===== config.mk =====
export PLATFORM = sky130hd
export DESIGN_NAME = matmul_engine_module_flat
export DESIGN_NICKNAME = d
export VERILOG_FILES = /design/src/rtl/matmul_engine_module_if.sv /design/src/rtl/matmul_engine_module.sv /design/src/flat_wrapper.sv
export SDC_FILE = /design/constraint.sdc
export NUM_CORES = 2
export LEC_CHECK = 0
export BUFFER_PORTS_ARGS = -buffer_cell sky130_fd_sc_hd__buf_2
export CAP_MARGIN = 20
export CORE_MARGIN = 2
export CORE_UTILIZATION = 52
export DETAILED_ROUTE_END_ITERATION = 12
export PLACE_DENSITY_LB_ADDON = 0.05
export SKIP_CTS_REPAIR_TIMING = 1
export SYNTH_ARGS = -nofsm -noshare
export SYNTH_HDL_FRONTEND = slang
export SYNTH_SLANG_ARGS = --single-unit
export TNS_END_PERCENT = 30

===== constraint.sdc =====
create_clock -name clk_i -period 28.6 [get_ports clk_i]
set_input_delay 0 -clock clk_i [delete_from_list [all_inputs] [get_ports clk_i]]
set_output_delay 0 -clock clk_i [all_outputs]
set_load 0.005 [all_outputs]

===== src/rtl/matmul_engine_module_if.sv =====
// Operand/scratchpad bus between the matrix engine and the register file block.
// Signal suffixes are from the engine's point of view.
interface matmul_engine_module_if #(
    parameter int BUS_WIDTH  = 64,
    parameter int ADDR_WIDTH = 32
);
    logic [BUS_WIDTH-1:0]  a_row_i;
    logic [BUS_WIDTH-1:0]  b_row_i;
    logic [BUS_WIDTH-1:0]  c_elem_i;
    logic [ADDR_WIDTH-1:0] address_a_o;
    logic [ADDR_WIDTH-1:0] address_b_o;
    logic [ADDR_WIDTH-1:0] address_c_o;
    logic                  sp_write_o;
    logic [BUS_WIDTH-1:0]  sp_data_o;

    modport master (
        input  a_row_i, b_row_i, c_elem_i,
        output address_a_o, address_b_o, address_c_o, sp_write_o, sp_data_o
    );

    modport slave (
        output a_row_i, b_row_i, c_elem_i,
        input  address_a_o, address_b_o, address_c_o, sp_write_o, sp_data_o
    );
endinterface


===== src/rtl/matmul_engine_module.sv =====
// Matrix multiply engine: C = A*B or C += A*B, one signed MAC per cycle,
// writing each element back to the scratchpad with sticky per-element overflow flags.
module matmul_engine_module #(
    parameter int DATA_WIDTH = 32,
    parameter int BUS_WIDTH  = 64,
    parameter int ADDR_WIDTH = 32
) (
    input  logic                 clk_i,
    input  logic                 rst_ni,
    input  logic                 start_bit_i,
    input  logic                 mode_bit_i,
    input  logic [1:0]           n_dim_i,
    input  logic [1:0]           k_dim_i,
    input  logic [1:0]           m_dim_i,
    matmul_engine_module_if.master bus,
    output logic [BUS_WIDTH-1:0] flags_o,
    output logic                 start_clear_o,
    output logic                 busy_o
);
    localparam int MAX_DIM    = BUS_WIDTH / DATA_WIDTH;
    localparam int IDX_W      = (MAX_DIM > 1) ? $clog2(MAX_DIM) : 1;
    localparam int CIDX_W     = 2 * IDX_W;
    localparam int ADDR_SHIFT = 5;
    localparam logic [IDX_W-1:0] LAST_IDX = IDX_W'(MAX_DIM - 1);

    typedef enum logic [2:0] {IDLE, INIT, MAC, WRITE, DONE} state_t;

    state_t state_q, state_d;

    logic [IDX_W-1:0]            i_q, j_q, k_q;
    logic [IDX_W-1:0]            n_last_q, k_last_q, m_last_q;
    logic                        mode_q;
    logic signed [BUS_WIDTH-1:0] acc_q;
    logic [BUS_WIDTH-1:0]        sp_data_q;
    logic [BUS_WIDTH-1:0]        flags_q;

    logic [CIDX_W-1:0]             c_idx;
    logic signed [DATA_WIDTH-1:0]  a_elem, b_elem;
    logic signed [2*DATA_WIDTH-1:0] product;
    logic signed [BUS_WIDTH-1:0]   product_ext, sum;
    logic                          add_ovf;

    // Dimension fields hold size-1; anything beyond the row capacity saturates.
    function automatic logic [IDX_W-1:0] clamp_dim(input logic [1:0] field);
        if (int'(field) > MAX_DIM - 1) return LAST_IDX;
        return IDX_W'(field);
    endfunction

    always_comb begin
        c_idx       = CIDX_W'(int'(i_q) * MAX_DIM + int'(j_q));
        a_elem      = DATA_WIDTH'(bus.a_row_i >> (int'(k_q) * DATA_WIDTH));
        b_elem      = DATA_WIDTH'(bus.b_row_i >> (int'(j_q) * DATA_WIDTH));
        product     = (2*DATA_WIDTH)'(a_elem) * (2*DATA_WIDTH)'(b_elem);
        product_ext = BUS_WIDTH'(product);
        sum         = acc_q + product_ext;
        add_ovf     = (acc_q[BUS_WIDTH-1] == product_ext[BUS_WIDTH-1]) &&
                      (sum[BUS_WIDTH-1] != acc_q[BUS_WIDTH-1]);
    end

    always_ff @(posedge clk_i or negedge rst_ni) begin
        if (!rst_ni) state_q <= IDLE;
        else         state_q <= state_d;
    end

    // Bus outputs are decoded from the state so reset forces them to zero at once.
    always_comb begin
        state_d         = state_q;
        bus.address_a_o = '0;
        bus.address_b_o = '0;
        bus.address_c_o = '0;
        bus.sp_write_o  = 1'b0;
        bus.sp_data_o   = sp_data_q;
        start_clear_o   = 1'b0;
        busy_o          = (state_q != IDLE);
        case (state_q)
            IDLE: if (start_bit_i) state_d = INIT;
            INIT: begin
                bus.address_c_o = ADDR_WIDTH'(c_idx) << ADDR_SHIFT;
                state_d         = MAC;
            end
            MAC: begin
                bus.address_a_o = ADDR_WIDTH'(i_q) << ADDR_SHIFT;
                bus.address_b_o = ADDR_WIDTH'(k_q) << ADDR_SHIFT;
                if (k_q == k_last_q) state_d = WRITE;
            end
            WRITE: begin
                bus.address_c_o = ADDR_WIDTH'(c_idx) << ADDR_SHIFT;
                bus.sp_write_o  = 1'b1;
                bus.sp_data_o   = acc_q;
                if (i_q == n_last_q && j_q == m_last_q) state_d = DONE;
                else                                    state_d = INIT;
            end
            DONE: begin
                start_clear_o = 1'b1;
                state_d       = IDLE;
            end
            default: state_d = IDLE;
        endcase
    end

    always_ff @(posedge clk_i or negedge rst_ni) begin
        if (!rst_ni) begin
            i_q       <= '0;
            j_q       <= '0;
            k_q       <= '0;
            n_last_q  <= '0;
            k_last_q  <= '0;
            m_last_q  <= '0;
            mode_q    <= 1'b0;
            acc_q     <= '0;
            sp_data_q <= '0;
            flags_q   <= '0;
        end else begin
            case (state_q)
                IDLE: if (start_bit_i) begin
                    n_last_q <= clamp_dim(n_dim_i);
                    k_last_q <= clamp_dim(k_dim_i);
                    m_last_q <= clamp_dim(m_dim_i);
                    mode_q   <= mode_bit_i;
                    flags_q  <= '0;
                    i_q      <= '0;
                    j_q      <= '0;
                    k_q      <= '0;
                end
                INIT: begin
                    acc_q <= mode_q ? bus.c_elem_i : '0;
                    k_q   <= '0;
                end
                MAC: begin
                    acc_q <= sum;
                    k_q   <= k_q + 1'b1;
                    if (add_ovf) flags_q <= flags_q | (BUS_WIDTH'(1) << c_idx);
                end
                WRITE: begin
                    sp_data_q <= acc_q;
                    if (j_q == m_last_q) begin
                        j_q <= '0;
                        i_q <= i_q + 1'b1;
                    end else begin
                        j_q <= j_q + 1'b1;
                    end
                end
                default: ;
            endcase
        end
    end

    assign flags_o = flags_q;
endmodule

===== src/flat_wrapper.sv =====
// flat-port wrapper written by rule: the top's interface ports become plain ports
module matmul_engine_module_flat 
#(
    parameter int DATA_WIDTH = 32,
    parameter int BUS_WIDTH  = 64,
    parameter int ADDR_WIDTH = 32
)
  (clk_i, rst_ni, start_bit_i, mode_bit_i, n_dim_i, k_dim_i, m_dim_i, flags_o, start_clear_o, busy_o, bus_a_row_i, bus_b_row_i, bus_c_elem_i, bus_address_a_o, bus_address_b_o, bus_address_c_o, bus_sp_write_o, bus_sp_data_o);
  matmul_engine_module_if #(.BUS_WIDTH(BUS_WIDTH), .ADDR_WIDTH(ADDR_WIDTH)) bus_i ();
  input  logic clk_i;
  input  logic rst_ni;
  input  logic start_bit_i;
  input  logic mode_bit_i;
  input  logic [1:0] n_dim_i;
  input  logic [1:0] k_dim_i;
  input  logic [1:0] m_dim_i;
  output logic [BUS_WIDTH-1:0] flags_o;
  output logic start_clear_o;
  output logic busy_o;
  input wire logic [$bits(bus_i.a_row_i)-1:0] bus_a_row_i;
  input wire logic [$bits(bus_i.b_row_i)-1:0] bus_b_row_i;
  input wire logic [$bits(bus_i.c_elem_i)-1:0] bus_c_elem_i;
  output wire logic [$bits(bus_i.address_a_o)-1:0] bus_address_a_o;
  output wire logic [$bits(bus_i.address_b_o)-1:0] bus_address_b_o;
  output wire logic [$bits(bus_i.address_c_o)-1:0] bus_address_c_o;
  output wire logic [$bits(bus_i.sp_write_o)-1:0] bus_sp_write_o;
  output wire logic [$bits(bus_i.sp_data_o)-1:0] bus_sp_data_o;
  assign bus_i.a_row_i = bus_a_row_i;
  assign bus_i.b_row_i = bus_b_row_i;
  assign bus_i.c_elem_i = bus_c_elem_i;
  assign bus_address_a_o = bus_i.address_a_o;
  assign bus_address_b_o = bus_i.address_b_o;
  assign bus_address_c_o = bus_i.address_c_o;
  assign bus_sp_write_o = bus_i.sp_write_o;
  assign bus_sp_data_o = bus_i.sp_data_o;
  matmul_engine_module #(.DATA_WIDTH(DATA_WIDTH), .BUS_WIDTH(BUS_WIDTH), .ADDR_WIDTH(ADDR_WIDTH)) u_core (.clk_i(clk_i), .rst_ni(rst_ni), .start_bit_i(start_bit_i), .mode_bit_i(mode_bit_i), .n_dim_i(n_dim_i), .k_dim_i(k_dim_i), .m_dim_i(m_dim_i), .bus(bus_i), .flags_o(flags_o), .start_clear_o(start_clear_o), .busy_o(busy_o));
endmodule

==> metrics.txt <==
Hold Crit Endpoint u_core.acc_q[57]; worst min path class in -> reg; worst reg-to-reg setup slack 15.91 ns; Synth Warn # 0; Clock transition at path regs 0.07 ns; hold_sp bus_c_elem_i[57]; input/output buffers 276; Unique masters post-synth 68; Cell Area, Synth 46700 um2; Setup-failing EPs final 0; Core Footprint 88600 um2; r2r endpoint u_core.flags_o[0]; Post-synth EDFFs 0; number of global-route vias before repair 38822; CTS buffer count 17; CP endpoint kind flop; failing checks hold timing; hold depth 4; Hold WS -0.0463 ns; TritonCTS Sinks 142; kind of critical path reg -> reg; number of cells on the worst reg-to-reg path 35; Place WS 16.02 ns; top post-synthesis cells by area fa_1, inv_1, dfrtp_1, nand2_1, ha_1; CP dominant cell by count fa_1; # IOs 429; share of post-route cells with drive strength above 1 9.00%; gr usage total 34.0%; outcome finished with violations; pin count of the biggest net entering global routing 89; Die X 304 um; root buffer cell clkbuf_16; Final Skew 0.0159 ns; Final Cycle Share 44.4%; Worst Path Arrival 13.02 ns; initial antenna violation count 1; Tightest Pin Transition 1.04 ns; Worst path slowest cell fa_1; row cnt 109; Worst Path Buf+Inv 7; first-pass GRT wire length 237000 um; clk_lat worst skew 0.44 ns; Area Overhead vs Synth 6.76%; final worst path period need 12.69 ns; Initial Util 52.7%; worst r2r src u_core.j_q; vias post-DR 37515; Worst slew margin 29.4%; f_max 78.8 MHz; most common cell in the netlist fa_1; ys async rst share 100%; Main synth FF type dfrtp_1; Post-Syn Instances 5316; slowest stage delay, CP 1.17 ns; Longest Clk Path Bufs 2; drt initial violations 2872; cell taking the most area after synthesis fa_1; Yosys top cell area share 46.4%; post-synthesis sequential area ratio 7.61%; n_diodes 0; routed length per instance 23.3 um; DR pass1 iterations 5; unrepaired setup endpoints after global routing false; Detail Placement HPWL 127000 um; via density per instance 5.63; routability cong. 0.975; Req. time, crit path 28.93 ns; max_cap viols 0; Nets 7021; Hold Violations, Final 9; Crit path max-delay family adder cells; Post-synth top cells fa_1, inv_1, nand2_1; Final WS setup 15.91 ns; Crit Path Max Fanout 34; final wirelength 155000 um; antenna-violating nets left 0; Total Negative Setup Slacks 0 ns; Startpoint Class flop; CTS tree built; Die Ht 304 um; Fillers 8284; DIE AREA 92200 um2; Yosys reg bits 142; mean post-synth cell area 8.78 um2; max-slew violations 0; drt drc 0; GR Overflow Total 0; H-tree levels 4
## worst max path at each step
stage                from                 to  slack [ns]  depth (start not counted)
5_1_grt        u_core.j_q  u_core.flags_o[1]       15.14                         35
4_1_cts        u_core.j_q  u_core.flags_o[0]       15.93                         35
6_report       u_core.j_q  u_core.flags_o[0]       15.91                         35
3_5_place_dp   u_core.j_q  u_core.flags_o[1]       16.02                         35
2_1_floorplan  u_core.k_q  u_core.flags_o[0]       17.97                         37
3_3_place_gp   u_core.j_q  u_core.flags_o[3]       16.09                         35
## flip-flops by register name, summed over array words and instances, names as in the netlist
register,cells
u_core.k_last_q,1
u_core.sp_data_q,64
u_core.state_q,3
u_core.j_q,1
u_core.flags_o,4
u_core.n_last_q,1
u_core.mode_q,1
u_core.i_q,1
u_core.m_last_q,1
u_core.k_q,1
u_core.acc_q,64
## metal layers
metal	global-route usage, %	vias to the layer above	share of wire (%)
met5	0	-	0
met3	5.83	380	8.0
met4	14.0	0	4.9
li1	-	16181	-
met1	44.2	19290	38
met2	56.8	1664	49
## cells in the final DEF, fill, tap and decap left out, drive strengths merged, types with 39 or more instances in the layout
cell type,netlist,routed
conb,1,152
buf,169,348
xnor2,90,90
o21ai,102,102
dlygate4sd3,0,48
xor2,39,39
inv,960,968
ha,248,248
nor2,617,617
a21o,63,63
nand3,73,73
a21oi,155,155
dfrtp,142,142
mux2,62,62
a31oi,50,50
fa,1083,1083
mux2i,66,66
nand2,874,874
## final cells by class
type,instances,area (um2),share of cell area (%)
Inverter,960,3600,7.23
Multi-Input combinational cell,3971,38200,76.7
Clock buffer,17,425,0.853
Sequential cell,142,3560,7.15
Timing Repair Buffer,396,2410,4.83
Clock inverter,15,151,0.304
Tap cell,1165,1460,2.92
## through the flow
stage | hold WS, ns | cells | utilization (%) | instance area [um2]
detailed placement | 0.0842 | 6586 | 55.0 | 48800
global route | 0.00314 | 6666 | 56.2 | 49800
CTS | -0.389 | 6618 | 55.7 | 49400
global placement | 0.0876 | 6586 | 55.0 | 48800
floorplan | -0.296 | 5467 | - | 47300
finish | -0.0463 | 6666 | 56.2 | 49800
## worst min-delay path, stage by stage
cell and delay, ns:
buf_2 0.07, and3_1 0.14, a211oi_1 0.04, a21oi_1 0.10
## logic make-up after synthesis
logic type	Yosys count	share of synthesized area, %
flip-flops	142	7.61
XOR/XNOR	129	2.42
AND/OR/NAND/NOR	1710	14.7
buffers and inverters	1354	12.1
adder cells (fa/ha/maj)	1331	53.1
multiplexers	128	2.91
other	1	0.00803
AO/OA/AOI/OAI	521	7.11
Power is not shown: default switching activity piles up to over one toggle a cycle in this logic, so the estimate is an artifact.
